==> config.mk <==
export PLATFORM = sky130hd
export DESIGN_NAME = uart_tx_engine
export DESIGN_NICKNAME = d
export VERILOG_FILES = /design/src/rtl/uart_tx_engine.sv
export SDC_FILE = /design/constraint.sdc
export NUM_CORES = 1
export LEC_CHECK = 0
export CORE_UTILIZATION = 50
export DETAILED_ROUTE_END_ITERATION = 10
export HOLD_SLACK_MARGIN = 0.12
export PLACE_DENSITY = 0.86
export SYNTH_ARGS = -nofsm -noshare
export SYNTH_HDL_FRONTEND = slang
export SYNTH_SLANG_ARGS = --single-unit
==> constraint.sdc <==
create_clock -name clk -period 3.4 [get_ports clk]
set_input_delay 0.68 -clock clk [delete_from_list [all_inputs] [get_ports clk]]
set_output_delay 0.68 -clock clk [all_outputs]
set_load 0.01 [all_outputs]
==> src/rtl/uart_tx_engine.sv <==
// UART transmitter: frames din as start, DBIT data bits (LSB first), optional parity, stop.
// Timing is counted in s_tick pulses (16 per bit); tx is registered, tx_done_tick marks the final stop tick.
module uart_tx_engine #(
  parameter int DBIT    = 8,
  parameter int SB_TICK = 16,
  parameter int PARITY  = 0
) (
  input  logic            clk,
  input  logic            rst,
  input  logic            s_tick,
  input  logic            tx_start,
  input  logic [DBIT-1:0] din,
  output logic            tx,
  output logic            busy,
  output logic            tx_done_tick
);

  localparam int SW = (SB_TICK > 16) ? $clog2(SB_TICK) : 4;
  localparam int NW = (DBIT > 1) ? $clog2(DBIT) : 1;

  localparam logic [SW-1:0] S_LAST_BIT  = SW'(15);
  localparam logic [SW-1:0] S_LAST_STOP = SW'(SB_TICK - 1);
  localparam logic [NW-1:0] N_LAST      = NW'(DBIT - 1);

  typedef enum logic [2:0] {
    ST_IDLE,
    ST_START,
    ST_DATA,
    ST_PAR,
    ST_STOP
  } state_t;

  state_t          state_q, state_d;
  logic [SW-1:0]   s_q, s_d;
  logic [NW-1:0]   n_q, n_d;
  logic [DBIT-1:0] b_q, b_d;
  logic            tx_q, tx_d;
  logic            busy_q, busy_d;
  logic            par_q, par_d;

  always_comb begin
    state_d = state_q;
    s_d     = s_q;
    n_d     = n_q;
    b_d     = b_q;
    tx_d    = tx_q;
    par_d   = par_q;

    case (state_q)
      ST_IDLE: begin
        tx_d = 1'b1;
        if (tx_start) begin
          state_d = ST_START;
          b_d     = din;
          s_d     = '0;
          // Parity is taken from din here because b shifts away its bits during DATA.
          par_d   = (^din) ^ (PARITY == 2);
          tx_d    = 1'b0;
        end
      end

      ST_START: begin
        if (s_tick) begin
          if (s_q == S_LAST_BIT) begin
            state_d = ST_DATA;
            s_d     = '0;
            n_d     = '0;
            tx_d    = b_q[0];
          end else begin
            s_d = s_q + SW'(1);
          end
        end
      end

      ST_DATA: begin
        if (s_tick) begin
          if (s_q == S_LAST_BIT) begin
            s_d = '0;
            b_d = b_q >> 1;
            if (n_q == N_LAST) begin
              if (PARITY != 0) begin
                state_d = ST_PAR;
                tx_d    = par_q;
              end else begin
                state_d = ST_STOP;
                tx_d    = 1'b1;
              end
            end else begin
              n_d  = n_q + NW'(1);
              tx_d = b_q[1];
            end
          end else begin
            s_d = s_q + SW'(1);
          end
        end
      end

      ST_PAR: begin
        if (s_tick) begin
          if (s_q == S_LAST_BIT) begin
            state_d = ST_STOP;
            s_d     = '0;
            tx_d    = 1'b1;
          end else begin
            s_d = s_q + SW'(1);
          end
        end
      end

      ST_STOP: begin
        if (s_tick) begin
          if (s_q == S_LAST_STOP) begin
            state_d = ST_IDLE;
            s_d     = '0;
            tx_d    = 1'b1;
          end else begin
            s_d = s_q + SW'(1);
          end
        end
      end

      default: begin
        state_d = ST_IDLE;
        tx_d    = 1'b1;
      end
    endcase

    busy_d = (state_d != ST_IDLE);
  end

  always_ff @(posedge clk or posedge rst) begin
    if (rst) begin
      state_q <= ST_IDLE;
      s_q     <= '0;
      n_q     <= '0;
      b_q     <= '0;
      tx_q    <= 1'b1;
      busy_q  <= 1'b0;
      par_q   <= 1'b0;
    end else begin
      state_q <= state_d;
      s_q     <= s_d;
      n_q     <= n_d;
      b_q     <= b_d;
      tx_q    <= tx_d;
      busy_q  <= busy_d;
      par_q   <= par_d;
    end
  end

  // Done is decoded from the final stop tick so the next word can be accepted one clk later.
  assign tx_done_tick = (state_q == ST_STOP) && s_tick && (s_q == S_LAST_STOP);
  assign tx           = tx_q;
  assign busy         = busy_q;

endmodule

; ---- Word level (Yosys, flattened, before mapping)
; Index checks and enable logic that the tools add are counted.
[totals]
elab_cells = 70
inputBits = 12
ff_bits = 20
[classes]
add_sub_neg = 2
reduce_logical = 13
eq_ne = 15
muxes = 34
[op_table]
columns = op, count
row1 = $mux 3, 15
row2 = $mux 8, 3
row3 = $pmux 8 s2, 1
row4 = $pmux 3 s5, 1
row5 = $mux 4, 3
row6 = $ne 2x2->1 const B, 6
row7 = $reduce_and 6->1, 2
row8 = $mux 1, 8
row9 = $pmux 4 s2, 1
row10 = $eq 3x2->1 const B, 2
row11 = $eq 3x3->1 const B, 2
row12 = $ne 2x1->1 const B, 3
row13 = $pmux 3 s2, 1
row14 = $reduce_bool 2->1, 3
row15 = $add 4x1->4 const B, 1
row16 = $eq 4x4->1 const B, 1
row17 = $pmux 1 s4, 1
row18 = $reduce_and 4->1, 1
row19 = $reduce_or 4->1, 1
row20 = $add 3x1->3 const B, 1
row21 = $eq 3x1->1 const B, 1
row22 = $logic_not 3->1, 1
row23 = $reduce_and 3->1, 1
row24 = $reduce_bool 3->1, 1
row25 = 2 further kinds, 3

; ---- Longest topological paths before layout
; Gate-level depths: netlist (run 1).
[logic_depth]
ltp_word = 6
ltp_mapped = 5

; ---- Worst setup path before layout (run 1)
; Ideal clock, no wire load.
[synth_timing]
path_type = reg2out
startpoint = reg s_q[0]
endpoint = out tx_done_tick
t_arrival_ps = 1138
slack_ps = 1582
n_path_buf = 0
stages_incl_launch_ff = 4
cell_sequence = dfrtp_1 -> ha_1 -> and4_1 -> and3_1
[synth_via]
elab_chain_len = 2
[synth_lines]
columns = item, line_no
row1 = "start, declared", 34  ; logic [SW-1:0] s_q, s_d;
row2 = "start signal, assigned", 134  ; s_q <= '0;
row3 = "start signal, assigned", 142  ; s_q <= s_d;
row4 = $eq 4x4->1, 152  ; assign tx_done_tick = (state_q == ST_STOP) && s_tick && (s_q == S_LAST_STOP);
row5 = $logic_and 1x1->1, 152
row6 = "end, declared", 15  ; output logic tx_done_tick
; No other way between the ends.

; ---- Worst setup path after layout (run 1)
[layout_timing]
startpoint = in s_tick
endpoint = out tx_done_tick
[layout_via]
elab_chain_len = 2
[layout_lines]
columns = item, line_no
row1 = "start, declared", 10  ; input logic s_tick,
row2 = $logic_and 1x1->1 (2 in a row), 152
; No other way between the ends.

==> results of run 1 <==
-- metal layers --
metal,GRT usage,routed length [um],vias to the layer above
met2,0.368,1070,26
met3,0.0280,80,6
li1,-,-,444
met1,0.306,1100,463
met4,0.0857,44,0
met5,0,0,-
-- stage by stage --
| step | hold WS, ps | setup slack, ps | std cells | power (mW) |
|---|---|---|---|---|
| final | 529 | 370 | 148 | 0.958 |
| after global placement | 492 | 442 | 144 | 0.816 |
| after floorplan | 484 | 1580 | 108 | 0.736 |
| after global routing | 541 | 297 | 148 | 1.04 |
| after detailed placement | 509 | 379 | 144 | 0.840 |
| after CTS | 529 | 379 | 148 | 0.957 |
-- cells in the final DEF (no fill, tap or decap), types with 2 or more instances in the layout --
cell type        synthesis  routed
a211oi_1                 2       2
a21oi_1                  4       4
a22o_1                   2       2
a311oi_1                 2       2
a31oi_1                  2       2
and2_1                   2       2
and3_1                   2       2
clkbuf_4                 0       3
clkdlybuf4s50_1          0      14
dfrtp_1                 19      19
ha_1                     3       3
inv_1                    9       9
nand2_1                  3       3
nand2b_1                 9       9
nand3_1                  7       7
nor2_1                   2       2
nor3_1                   2       2
o21ai_0                  4       4
o221a_1                  7       7
o221ai_1                 3       3
or3_1                    2       2
-- kinds of logic after synthesis --
family	synth area share
and+or+nand+nor	0.223
DFF	0.447
adders and majority gates	0.0334
AOI/OAI and AO/OA	0.247
buffers and inverters	0.0501
-- power groups by stage --
stage,Clock [mW],Combinational [mW],Sequential [mW]
2_1_floorplan,0,0.315,0.422
3_3_place_gp,0,0.350,0.466
3_5_place_dp,0,0.365,0.474
4_1_cts,0.115,0.371,0.471
5_1_grt,0.127,0.421,0.496
6_report,0.112,0.369,0.477
-- final timing paths --
check	cells after the start	from	slack (ps)	to
min in group asynchronous	2	rst	810	b_q[2]
worst max register to register	4	s_q[1]	1490	b_q[1]
worst max-delay path	4	s_tick	370	tx_done_tick
worst min-delay path	1	tx	530	tx
max in group asynchronous	2	rst	2130	state_q[0]
worst min register to register	1	tx	530	tx
-- layout make-up --
class,instances,share of cell area
inverter,9,0.0260
tap,27,0.0260
sequential,20,0.386
timing repair buffer,14,0.108
clock buffer,4,0.0202
multi-input combinational,74,0.435
-- sequential cells by signal, summed over array words and instances, names as in the netlist --
signal,count
b_q,8
s_q,4
n_q,3
state_q,3
busy,1
tx,1
==> impl_metrics.yaml, run 1 <==
outcome:
  status: "complete, no violations"
floorplan:
  die_x_um: 49.4
  core_um2: 2040
  die_h_um: 49.4
  rows: 16
  pin_count: 15
  design.die.area_um2: 2440
  initial_core_util: 0.550
logic_synthesis:
  synth_top_flop_cell: "dfrtp_1"
  synth.most_common_cell: "dfrtp_1"
  synth_area_um2: 1120
  yosys.area.top_type: "dfrtp_1"
  yosys_warnings: 0
  synthCells: 108
  async_flop_share: 1.00
  synth-seq-cells: 20
  syn_avg_cell_area_um2: 10.4
  synth_common_cells: "dfrtp_1 (19), inv_1 (9), nand2b_1 (9)"
  synthesis.nets: 123
  seq_area_frac_synth: 0.447
  synth_cell_types: 39
  yosysTopAreaCellShare: 0.423
  synth-edff-count: 0
  ys_top_cells_by_area: "dfrtp_1 (42%), o221a_1 (7.0%), nand2b_1 (5.0%)"
detailed_routing:
  vias_per_cell: 6.34
  drt_iter0_drc: 19
  postRouteAntennaNets: 0
  drc: 0
  wl_per_cell_um: 15.5
  vias: 939
  dr.pass1.iters: 4
  routed_wl_mm: 2.30
clocking:
  clk_latency_ps: 290
  cts.repair.resized: 0
  cts_buffers: 3
  htree_levels: 1
  cts-root-buf: "clkbuf_4"
  clk_transition_reported_paths_ps: 100
  clock_sinks: 20
  post_cts_buffers: 0
  cts_buffer_depth: 2
  cts_hold_buf: 0
  cts_tree: "done"
power:
  p_sw_uw: 369
  p_seq_frac: 0.498
  swShare: 0.385
  p_int_uw: 590
  power_density_nw_per_um2: 737
  clkPwrFrac: 0.117
  power.leakage_nw: 0.506
  ir_drop_v: 0.000479
  power_frac_comb: 0.385
sta:
  hold_viol: 0
  fin_crit_ps: 3030
  finalMaxSlewViolations: 0
  max_freq_mhz: 330
  worst_slew_pin_slew_ps: 797
  finalSetupViolations: 0
  timing.final.crit_share: 0.891
  finalSetupTns_ps: 0
  rsz0062_at_grt: "no"
  relSlewSlack: 0.467
  skew_ps: 2.55
layout:
  seqCellArea_um2: 502
  synthToLayoutAreaGrowth_pct: 15.8
  final_nets: 137
  drive_gt1_frac: 0.0744
  final_util: 0.637
  multi_input_area_um2: 566
  antenna_cells: 0
  n_fill_cell: 181
  final_cell_area_um2: 1300
critical_path:
  critPathArrivalTime_ps: 2350
  crit_family: "buffers and inverters"
  cpMostUsedCell: "clkdlybuf4s50_1"
  required_ps: 2720
  critical-path-max-stage-delay_ps: 640
  path_max_fanout: 7
  path_class: "input pin to output port"
  crit_path_end_kind: "output port"
  critPathBufInv: 2
  cpMaxStageDelayCell: "clkdlybuf4s50_1"
  crit_chain: "clkdlybuf4s50_1 > and4_1 > and3_1 > clkdlybuf4s50_1"
  cp-start-kind: "input pin"
global_routing:
  grt_pass1_wl_mm: 4.21
  grt_use_total: 0.226
  grt_overflow: 0
  grt_max_degree: 21
  antenna_found_initial: 0
  grt_pass1_vias: 907
hold_path:
  hold_class: "flop to flop"
place:
  gp_congestion: 0.849
  place_area_um2: 1270
  dp_hpwl_mm: 1.55
  numPortBuffers: 14
flow_run:
  drv_cap: 0
No activity file was read; power rests on OpenSTA's default activity.
==> run 2, diff against run 1 <==
- PLACE_DENSITY: 0.86 -> 0.74
==> run 2 against run 1 <==
  * Final cell count stayed put
  * Register-to-register slack improved by 30 ps
  * Die area unchanged
  * Flip-flop and latch count stayed put
  * Clock-buffer cell count is the same
  * Power increased by 1.9%
  * Critical path depth did not move
  * Maximum frequency grew 0.70%
  * Worst setup slack better by 21 ps
  * Hold slack lost 2.9 ps
  * Final area grew 0.77%
  * Sequential share of layout area fell by 0.29 points
==> impl_metrics.yaml, run 2 (same netlist as run 1, synthesis figures left out) <==
outcome:
  status: "complete, no violations"
clocking:
  htree_levels: 1
  cts_hold_buf: 0
  clock_sinks: 20
  clk_transition_reported_paths_ps: 110
  cts_buffers: 3
  cts_tree: "done"
  cts_buffer_depth: 2
  post_cts_buffers: 0
  cts.repair.resized: 0
  cts-root-buf: "clkbuf_4"
  clk_latency_ps: 300
sta:
  finalSetupViolations: 0
  max_freq_mhz: 332
  timing.final.crit_share: 0.885
  worst_slew_pin_slew_ps: 831
  relSlewSlack: 0.445
  hold_viol: 0
  whs_ps: 526
  rsz0062_at_grt: "no"
  layout_setup_ws_ps: 391
  finalSetupTns_ps: 0
  fin_crit_ps: 3010
  skew_ps: 5.09
  finalMaxSlewViolations: 0
critical_path:
  r2r-end: "b_q[3]"
  cp-start-kind: "input pin"
  cpMostUsedCell: "clkdlybuf4s50_1"
  crit_chain: "clkdlybuf4s50_1 > and4_1 > and3_1 > clkdlybuf4s50_1"
  reg2reg_depth: 4
  critPathArrivalTime_ps: 2330
  critical-path-max-stage-delay_ps: 620
  path_class: "input pin to output port"
  crit_path_end_kind: "output port"
  reg2reg_slack_ps: 1520
  reg2reg_from: "s_q[1]"
  path_max_fanout: 7
  crit_start: "s_tick"
  required_ps: 2720
  cpMaxStageDelayCell: "clkdlybuf4s50_1"
  cp-endpoint: "tx_done_tick"
layout:
  multi_input_area_um2: 566
  drive_gt1_frac: 0.0826
  regMostFlops: "b_q"
  reg_top3: "b_q x8, s_q x4"
  final_nets: 137
  largest_reg_flops: 8
  final_util: 0.642
  mostFrequentLayoutCells: "dfrtp_1 (19), clkdlybuf4s50_1 (14), nand2b_1 (9), inv_1 (9)"
  layout_commonest_cell: "dfrtp_1"
  antenna_cells: 0
  seqCellArea_um2: 502
  n_fill_cell: 175
  synthToLayoutAreaGrowth_pct: 16.7
power:
  power_density_nw_per_um2: 745
  ir_drop_v: 0.000506
  power.leakage_nw: 0.513
place:
  dp_hpwl_mm: 1.51
  numPortBuffers: 14
  preCtsSetupSlack_ps: 416
  gp_congestion: 0.763
detailed_routing:
  wl_per_cell_um: 15.3
  vias: 918
  drc: 0
  postRouteAntennaNets: 0
  vias_per_cell: 6.20
  routed_wl_mm: 2.26
  drt_iter0_drc: 17
  dr.pass1.iters: 4
global_routing:
  grt_pass1_vias: 846
  grt_pass1_wl_mm: 3.96
  grt_overflow: 0
  grt_max_degree: 21
  grt_use_total: 0.213
  antenna_found_initial: 0
floorplan:
  core_um2: 2040
  die_h_um: 49.4
  initial_core_util: 0.550
  design.die.area_um2: 2440
  pin_count: 15
  rows: 16
  die_x_um: 49.4
flow_run:
  drv_cap: 0
hold_path:
  hold_class: "flop to flop"
==> run 2: cell counts in the layout (fill, tap and decap cells not counted) <==
Identical to the previous run, type by type.
==> run 2: layer usage <==
layer | part of all wire | GRT usage | vias to the layer above
met4 | 0 | 0.0381 | 0
met5 | 0 | 0 | -
met2 | 0.47 | 0.331 | 25
met1 | 0.48 | 0.291 | 453
met3 | 0.052 | 0.0717 | 0
li1 | - | - | 440
==> run 2: final cells by class <==
cell class	count	area share
Multi-Input combinational cell	74	0.431
Clock buffer	4	0.0277
Inverter	9	0.0258
Sequential cell	20	0.383
Tap cell	27	0.0258
Timing Repair Buffer	14	0.107
==> run 2: how the worst min path moves through the flow <==
stage,start,end,slack [ps],cells past startpoint
after floorplan,b_q[7],b_q[7],480,1
after global placement,b_q[7],b_q[7],490,1
after detailed placement,b_q[7],b_q[7],500,1
after CTS,b_q[7],b_q[7],530,1
after global routing,b_q[7],b_q[7],540,1
final,tx,tx,530,1
==> run 2: metrics by stage <==
| step | instances | area [um^2] | total power [mW] |
|---|---|---|---|
| CTS | 148 | 1310 | 0.979 |
| global placement | 144 | 1270 | 0.823 |
| detailed placement | 144 | 1270 | 0.840 |
| floorplan | 108 | 1120 | 0.736 |
| global route | 148 | 1310 | 1.06 |
| finish | 148 | 1310 | 0.977 |
==> run 2: power by group <==
part	switching, mW	internal [mW]
registers	0.131	0.344
logic	0.166	0.202
clock network	0.0694	0.0653
total	0.366	0.611
==> run 2: worst max-delay path, delay by kind of cell <==
family	cells	cell delay, ps
AND/OR/NAND/NOR	2	500
buffers and inverters	2	1150
==> run 3, diff against run 2 <==
- CELL_PAD_IN_SITES_DETAIL_PLACEMENT: default -> 1
- CELL_PAD_IN_SITES_GLOBAL_PLACEMENT: default -> 1
- CORE_ASPECT_RATIO: default -> 0.7
- CORE_UTILIZATION: 50 -> 45
- HOLD_SLACK_MARGIN: 0.12 -> default
- PLACE_DENSITY: 0.74 -> default
- PLACE_DENSITY_LB_ADDON: default -> 0.1
==> run 3 against run 2 <==
  * Final cell count grew 3.4%
  * Sequential power is essentially flat
  * Largest power group unchanged
  * Critical path type unchanged
  * Highest routed layer is now met4
  * Clock power grew 46%
  * Via count grew 2.8%
==> impl_metrics.yaml, run 3 (same netlist as run 1, synthesis figures left out) <==
sta:
  fin_crit_ps: 3030
  finalSetupTns_ps: 0
  finalMaxSlewViolations: 0
  rsz0062_at_grt: "no"
  hold_viol: 0
  timing.final.crit_share: 0.892
  max_freq_mhz: 330
  relSlewSlack: 0.432
  worst_slew_pin_slew_ps: 850
  skew_ps: 4.14
  finalSetupViolations: 0
floorplan:
  core_um2: 2260
  pin_count: 15
  rows: 14
  die_x_um: 61.7
  initial_core_util: 0.497
  design.die.area_um2: 2700
  die_h_um: 43.8
clocking:
  clk_latency_ps: 310
  cts.repair.resized: 0
  post_cts_buffers: 0
  cts-root-buf: "clkbuf_4"
  clk_transition_reported_paths_ps: 110
  cts_buffers: 3
  clock_sinks: 20
  htree_levels: 1
  cts_buffer_depth: 2
  cts_hold_buf: 0
  cts_tree: "done"
critical_path:
  cp-start-kind: "input pin"
  critPathArrivalTime_ps: 2350
  crit_family: "buffers and inverters"
  cpMostUsedCell: "clkdlybuf4s50_1"
  crit_chain: "clkdlybuf4s50_1 > and4_1 > and3_1 > clkdlybuf4s50_1"
  critical-path-max-stage-delay_ps: 620
  path_max_fanout: 7
  critPathBufInv: 2
  crit_path_end_kind: "output port"
  path_class: "input pin to output port"
  cpMaxStageDelayCell: "clkdlybuf4s50_1"
  required_ps: 2720
detailed_routing:
  routed_wl_mm: 2.62
  wl_per_cell_um: 17.1
  dr.pass1.iters: 4
  vias: 944
  drt_iter0_drc: 56
  vias_per_cell: 6.17
  postRouteAntennaNets: 0
  drc: 0
hold_path:
  hold_class: "flop to flop"
outcome:
  status: "complete, no violations"
place:
  numPortBuffers: 14
  dp.cells: 149
  dp_hpwl_mm: 1.88
  gp_congestion: 0.861
layout:
  synthToLayoutAreaGrowth_pct: 18.7
  reg_top3: "b_q x8, s_q x4"
  final_cells: 153
  mostFrequentLayoutCells: "dfrtp_1 (19), clkdlybuf4s50_1 (14), nand2b_1 (9), inv_1 (9)"
  regMostFlops: "b_q"
  antenna_cells: 0
  drive_gt1_frac: 0.0826
  layout_commonest_cell: "dfrtp_1"
  final_nets: 137
  largest_reg_flops: 8
power:
  power.leakage_nw: 0.519
  ir_drop_v: 0.000377
  power_density_nw_per_um2: 789
  power_mw: 1.05
global_routing:
  grt_pass1_vias: 959
  grt_max_degree: 21
  antenna_found_initial: 0
  grt_use_total: 0.237
  grt_overflow: 0
  grt_pass1_wl_mm: 4.56
flow_run:
  drv_cap: 0
run 3: path summary, 6_finish.rpt:
kind	cells after the start	to	startpoint	slack (ps)
min reg2reg	1	tx	tx	540
min	1	tx	tx	540
min in group asynchronous	2	n_q[2]	rst	800
max	4	tx_done_tick	s_tick	370
max reg2reg	4	b_q[2]	s_q[0]	1550
max in group asynchronous	2	s_q[0]	rst	2130
run 3: routing by layer:
| layer | up-vias | track usage | part of all wire |
|---|---|---|---|
| li1 | 445 | - | - |
| met1 | 472 | 0.344 | 0.48 |
| met2 | 25 | 0.355 | 0.46 |
| met3 | 2 | 0.0478 | 0.052 |
| met4 | 0 | 0.0756 | 0.0057 |
| met5 | - | 0 | 0 |
run 3: through the flow:
stage          area, um^2  worst slack, ps  utilization  hold WS [ps]
3_3_place_gp         1280              427        0.567           499
6_report             1330              368        0.590           536
5_1_grt              1330              307        0.590           561
2_1_floorplan        1120             1580            -           484
4_1_cts              1330              370        0.590           541
3_5_place_dp         1280              360        0.567           513
run 3: layout make-up:
class | instances | area, um^2
clock buffer | 3 | 22.5
clock inverter | 1 | 30.0
fill | 238 | 926
inverter | 9 | 33.8
multi-input combinational | 74 | 566
sequential | 20 | 502
tap | 32 | 40.0
timing repair buffer | 14 | 140
run 3: worst reg2reg max path, stage by stage, from the launching register on:
cell and delay, ps:
dfrtp_1 430, ha_1 320, nand4_4 190, or3_1 520, o221a_1 300
run 3: where the power goes:
group,internal (mW),switching [mW]
combinational,0.201,0.178
clock,0.119,0.0778
sequential,0.343,0.133
